## config.mk

```make
export PLATFORM = sky130hd
export DESIGN_NAME = multi_buffer
export DESIGN_NICKNAME = d
export VERILOG_FILES = /design/src/rtl/multi_buffer_pkg.sv /design/src/rtl/sync_fifo.sv /design/src/rtl/multi_buffer.sv
export SDC_FILE = /design/constraint.sdc
export NUM_CORES = 1
export LEC_CHECK = 0
export BUFFER_PORTS_ARGS = -buffer_cell sky130_fd_sc_hd__buf_2
export CAP_MARGIN = 10
export CORE_MARGIN = 1.5
export CORE_UTILIZATION = 65
export CTS_CLUSTER_DIAMETER = 40
export DETAILED_ROUTE_END_ITERATION = 12
export PLACE_DENSITY = 0.85
export RECOVER_POWER = 25
export SYNTH_ARGS = -nofsm -noshare
export SYNTH_HDL_FRONTEND = slang
export SYNTH_SLANG_ARGS = --single-unit
```

## constraint.sdc

```tcl
create_clock -name clk -period 7.2 [get_ports clk]
set_input_delay 1.44 -clock clk [delete_from_list [all_inputs] [get_ports clk]]
set_output_delay 1.44 -clock clk [all_outputs]
set_load 0.02 [all_outputs]
```

## src/rtl/multi_buffer_pkg.sv

```systemverilog
// multi_buffer shared definitions.
// Default geometry and channel-index width helper.
package multi_buffer_pkg;

   localparam int WIDTH_DEF    = 16;
   localparam int DEPTH_DEF    = 8;
   localparam int CHANNELS_DEF = 2;
   localparam int AFULL_TH_DEF = 6;

   // Channel index width; a single channel still needs one bit.
   function automatic int ch_w(input int n);
      return (n > 1) ? $clog2(n) : 1;
   endfunction

endpackage

```

## src/rtl/sync_fifo.sv

```systemverilog
// Per-channel FIFO with registered occupancy flags.
// Drops writes to a full FIFO and records a sticky overflow.
module sync_fifo
   import multi_buffer_pkg::*;
#(
   parameter int WIDTH    = WIDTH_DEF,
   parameter int DEPTH    = DEPTH_DEF,
   parameter int AFULL_TH = AFULL_TH_DEF
) (
   input  logic             clk,
   input  logic             rst,
   input  logic             wr_en,
   input  logic [WIDTH-1:0] wr_data,
   input  logic             rd_en,
   output logic [WIDTH-1:0] rd_data,
   input  logic             clr_ovf,
   output logic             empty,
   output logic             full,
   output logic             afull,
   output logic             overflow
);

   localparam int PW = $clog2(DEPTH);
   localparam int CW = $clog2(DEPTH + 1);
   localparam logic [CW-1:0] DEPTH_C = CW'(DEPTH);
   localparam logic [CW-1:0] AFULL_C = CW'(AFULL_TH);

   logic [WIDTH-1:0] mem [DEPTH];
   logic [PW-1:0]    wr_ptr;
   logic [PW-1:0]    rd_ptr;
   logic [CW-1:0]    count;
   logic [CW-1:0]    count_nxt;
   logic             rd_ok;
   logic             wr_ok;
   logic             drop;

   // A pop frees a slot in the same cycle, so full+pop still accepts.
   assign rd_ok   = rd_en && !empty;
   assign wr_ok   = wr_en && (!full || rd_ok);
   assign drop    = wr_en && full && !rd_ok;
   assign rd_data = mem[rd_ptr];

   // Next occupancy; simultaneous push and pop leave it unchanged.
   always_comb begin
      count_nxt = count;
      unique case (1'b1)
         (wr_ok && !rd_ok): count_nxt = count + CW'(1);
         (rd_ok && !wr_ok): count_nxt = count - CW'(1);
         default: count_nxt = count;
      endcase
   end

   // Storage write; contents need no reset.
   always_ff @(posedge clk) begin
      if (wr_ok) mem[wr_ptr] <= wr_data;
   end

   // Pointers, count, flags and sticky overflow.
   always_ff @(posedge clk or negedge rst) begin
      if (!rst) begin
         wr_ptr   <= '0;
         rd_ptr   <= '0;
         count    <= '0;
         empty    <= 1'b1;
         full     <= 1'b0;
         afull    <= 1'b0;
         overflow <= 1'b0;
      end else begin
         if (wr_ok) wr_ptr <= wr_ptr + PW'(1);
         if (rd_ok) rd_ptr <= rd_ptr + PW'(1);
         count <= count_nxt;
         empty <= (count_nxt == '0);
         full  <= (count_nxt == DEPTH_C);
         afull <= (count_nxt >= AFULL_C);
         if (drop)
            overflow <= 1'b1;
         else if (clr_ovf)
            overflow <= 1'b0;
      end
   end

endmodule

```

## src/rtl/multi_buffer.sv

```systemverilog
// Multi-channel buffer: per-channel FIFOs drained round-robin
// into one registered valid/ready output stage.
module multi_buffer
   import multi_buffer_pkg::*;
#(
   parameter int WIDTH    = WIDTH_DEF,
   parameter int DEPTH    = DEPTH_DEF,
   parameter int CHANNELS = CHANNELS_DEF,
   parameter int AFULL_TH = AFULL_TH_DEF,
   parameter int CH_W     = ch_w(CHANNELS)
) (
   input  logic                      clk,
   input  logic                      rst,
   input  logic [CHANNELS-1:0]       data_in_en,
   input  logic [CHANNELS*WIDTH-1:0] data_in,
   input  logic                      clr_ovf,
   input  logic                      data_out_ready,
   output logic [CHANNELS-1:0]       buffer_empty,
   output logic [CHANNELS-1:0]       buffer_full,
   output logic [CHANNELS-1:0]       buffer_afull,
   output logic [CHANNELS-1:0]       overflow,
   output logic                      data_out_valid,
   output logic [WIDTH-1:0]          data_out,
   output logic [CH_W-1:0]           data_out_ch
);

   logic [CHANNELS-1:0] pop;
   logic [WIDTH-1:0]    rd_data [CHANNELS];
   logic [CH_W-1:0]     last_grant;
   logic [CH_W-1:0]     grant;
   logic [CH_W-1:0]     cand;
   logic                found;
   logic                load;

   for (genvar i = 0; i < CHANNELS; i++) begin : g_ch
      sync_fifo #(
         .WIDTH    (WIDTH),
         .DEPTH    (DEPTH),
         .AFULL_TH (AFULL_TH)
      ) u_fifo (
         .clk      (clk),
         .rst      (rst),
         .wr_en    (data_in_en[i]),
         .wr_data  (data_in[i*WIDTH +: WIDTH]),
         .rd_en    (pop[i]),
         .rd_data  (rd_data[i]),
         .clr_ovf  (clr_ovf),
         .empty    (buffer_empty[i]),
         .full     (buffer_full[i]),
         .afull    (buffer_afull[i]),
         .overflow (overflow[i])
      );
   end

   // Output register may take a new word when idle or being drained.
   assign load = !data_out_valid || data_out_ready;

   // Round-robin search starting just after the last granted channel.
   always_comb begin
      found = 1'b0;
      grant = '0;
      cand  = '0;
      for (int k = 1; k <= CHANNELS; k++) begin
         cand = CH_W'((int'(last_grant) + k) % CHANNELS);
         if (!found && !buffer_empty[cand]) begin
            found = 1'b1;
            grant = cand;
         end
      end
   end

   // Pop only the granted channel, and only when the output loads.
   always_comb begin
      pop = '0;
      if (load && found) pop[grant] = 1'b1;
   end

   // Output stage and arbiter history.
   always_ff @(posedge clk or negedge rst) begin
      if (!rst) begin
         data_out_valid <= 1'b0;
         data_out       <= '0;
         data_out_ch    <= '0;
         last_grant     <= CH_W'(CHANNELS - 1);
      end else if (load) begin
         if (found) begin
            data_out_valid <= 1'b1;
            data_out       <= rd_data[grant];
            data_out_ch    <= grant;
            last_grant     <= grant;
         end else begin
            data_out_valid <= 1'b0;
         end
      end
   end

endmodule

```

==> results.md <==
* Outcome: complete, no violations
* Leak at 4.819 nW
* Sink Count at 303
* Most area-hungry cell type in the Yosys netlist: edfxtp_1
* Crit-path most repeated cell: ha_1
* Reg2reg end: g_ch[0].u_fifo.empty
* Final Skew at 0.01272 ns
* Period utilization at 58.70%
* Largest fanout on the critical path at 25
* Synth warnings at 0
* DR pass1 iterations at 5
* Final Max Slew Viols at 0
* Dominant synthesized flop cell: edfxtp_1
* Vias per cell at 6.579
* Slew margin rel. at 27.32%
* Placer Congestion at 0.8566
* Ys async rst share at 15.51%
* Fin Hold WS at 0.5180 ns
* GR peak layer: met2
* Reg2reg setup slack at 3.59 ns
* Largest net degree at the start of global routing at 48
* Routed WL at 24200 um
* Vias in the first global route at 6389
* Worst Tran Pin Value at 1.089 ns
* Clk root buf: clkbuf_16
* RSZ-0062 raised after global routing: no
* Mapped Avg Cell Area at 19.30 um^2
* Startpoint Class: input pin
* Die span in x at 140.0 um
* Worst Hold Class: flop to flop
* # rows at 49
* GRT Total Usage at 25.42%
* Top post-synthesis cells by count: 256 x edfxtp_1, 44 x dfrtp_1, 32 x mux2i_1
* #FFs+latches synth at 303
* Worst reg2reg startpoint: data_out_valid
* First-pass GRT wire length at 36900 um
* CP Data Required Time at 7.65 ns
* FF-to-FF path depth at 11
* CTS Hold Buffers Added at 0
* Initial core utilization at 66.99%
* I/O Pins at 64
* CORE AREA at 0.01821 mm^2
* Crit path arrival time at 4.68 ns
* Vias at 6276
* Initial antenna violation count at 0
* Clock transition at the registers of the reported paths at 0.06 ns
* M3 GR Usage at 3.966%
* Count of different cell masters after synthesis at 45
* Final hold vios at 0
* Most common cell in the netlist: edfxtp_1
* Max-cap violations at 0
* Syn Std Cell Area at 0.01220 mm^2
* Hold Path End: data_out_valid
* Grt met2 use at 42.71%
* HPWL after DPL at 14280 um
* Area delta synth->final at 12.26%
* Final min period at 4.226 ns
* # fillers at 970
* CP endpoint kind: flop
* Synth Area in Simple Gates at 3.405%
* Main combinational cell family by area after synthesis: multiplexers
* Worst path slowest cell: o21ai_2
* Post-synthesis mux area share at 14.44%
* HP Start: g_ch[0].u_fifo.empty
* Antenna Nets Post-Route at 0
* Setup total negative slack at 0 ns
* Synth top area share at 63.02%
* EDFF count, synth at 256
* Grt total ovfl at 0
* Residual DRC count at 0
* Synth top area cells: edfxtp_1 63%, dfrtp_1 9.0%, mux4_1 6.5%
* Crit path kind: input pin to flop
* Cells along the critical path: buf_2 > nor2b_1 > nor3_4 > buf_4 > o21ai_2 > ha_1 > xor2_1 > ha_1 > mux2_2 > nor3_1 > o21ai_0 > a211oi_1
* CTS tree: built
* DR iter-0 viols at 493
* Fmax at 236.6 MHz
* Wire per inst at 25.37 um
* Synth Area in Adders at 1.026%
* Post-CTS setup buffers at 0
* Syn nets at 680
* Peak VDD IR at 0.3164 mV
* Fin nets at 747
* Global-route met1 utilization at 35.16%
* # resized after CTS at 0
* I/O Buffers at 63
* # H-tree levels at 1
* Crit-path max cell delay at 0.55 ns
* Post-synthesis xor/xnor area fraction at 1.149%
* Post-synthesis cell count at 632
* Final setup vio count at 0
* Total CTS buffers at 31
* Layout cells sized above 1 at 23.62%
* Synth Area in Compound Gates at 5.118%
* Die H at 140.0 um
* Register area share after synthesis at 72.69%
* Pwr/cell area at 413.2 mW/mm^2
* WHS Path Cells at 1
* Skew-Pair Late Insertion Delay at 0.55 ns
* Die area at 0.01960 mm^2
* Clock buffer depth at 3
## cell usage in the layout (no fill, tap or decap), types with 4 or more instances in the layout
| master | n |
|---|---|
| clkinv_1 | 4 |
| clkinv_2 | 6 |
| nand2b_1 | 6 |
| nor3_1 | 4 |
| inv_1 | 5 |
| mux4_2 | 18 |
| nor3_4 | 9 |
| clkbuf_16 | 31 |
| a21o_1 | 5 |
| edfxtp_1 | 256 |
| xor2_1 | 8 |
| a22oi_1 | 20 |
| o21ai_0 | 4 |
| xnor2_1 | 8 |
| mux4_1 | 30 |
| mux2_2 | 20 |
| nor2_1 | 8 |
| a22oi_2 | 14 |
| buf_2 | 39 |
| nor2b_1 | 5 |
| dfrtp_1 | 43 |
| ha_1 | 10 |
| nand2_1 | 25 |
| clkbuf_1 | 34 |
| nand3_1 | 4 |
| mux2i_1 | 32 |
| buf_4 | 13 |
| a21oi_1 | 4 |
| o211ai_1 | 18 |
## worst max-delay path by stage
| stage | slack, ns | start | end |
|---|---|---|---|
| 2_1_floorplan | 3.12 | data_out_ready | g_ch[1].u_fifo.mem[0][0] |
| 3_3_place_gp | 2.80 | data_out_ready | g_ch[0].u_fifo.afull |
| 3_5_place_dp | 2.49 | data_out_ready | g_ch[0].u_fifo.empty |
| 4_1_cts | 3.04 | data_out_ready | g_ch[0].u_fifo.empty |
| 5_1_grt | 2.80 | data_out_ready | g_ch[0].u_fifo.afull |
| 6_report | 2.97 | data_out_ready | g_ch[0].u_fifo.empty |
## routing by layer
| metal | part of all wire (%) | vias to the layer above |
|---|---|---|
| met2 | 50 | 293 |
| met1 | 40 | 3212 |
| met3 | 7.4 | 57 |
| met4 | 3.1 | 0 |
| met5 | 0 | - |
| li1 | - | 2714 |
## through the flow
stage          instance area (um^2)  worst slack [ns]  power, mW  cells  utilization [%]
2_1_floorplan                 12200             3.116      3.687    632                -
6_report                      13690             2.974      5.658    954            75.20
5_1_grt                       13690             2.803      5.880    953            75.19
3_3_place_gp                  12770             2.803      4.065    895            70.16
3_5_place_dp                  12770             2.486      4.186    895            70.16
4_1_cts                       13720             3.043      5.673    953            75.35
## cell families (layout without fill, tap and decap cells)
kind of cell / count (synthesis) / in the layout
mux: 102 / 102
buf+inv: 47 / 139
fa+ha+maj: 10 / 10
xor+xnor: 16 / 16
compound gates: 75 / 75
other cells: 0 / 1
flops: 303 / 303
simple gates: 79 / 79
## flip-flops by register name, summed over array words and instances (netlist names), 6 cells and up
register	flops
g_ch.u_fifo.rd_ptr	6
g_ch.u_fifo.count	8
g_ch.u_fifo.wr_ptr	6
data_out	16
g_ch.u_fifo.mem	256
## power by group
group          internal (mW)  switching, mW
Sequential              2.27          0.268
Combinational          0.710          0.926
Clock                  0.838          0.645
Total                   3.82           1.84
## worst max-delay path: cells and delay by family
kind | cells | cell delay (ns)
AOI/OAI and AO/OA | 3 | 0.99
and+or+nand+nor | 3 | 0.72
adders and majority gates | 2 | 0.65
buffers and inverters | 2 | 0.36
muxes | 1 | 0.32
xor gates and xnor gates | 1 | 0.19
## layout make-up
type	instances	area (um^2)	area share [%]
clock buffers	41	813.3	5.939
diodes	1	2.502	0.01827
repair buffers	76	382.9	2.796
inverters	5	18.77	0.1371
well taps	229	286.5	2.092
flip-flops and latches	303	8869	64.77
clock inverters	17	132.6	0.9686
multi-input cells	282	3188	23.28
Note: power is estimated with default switching activity, not from simulation.
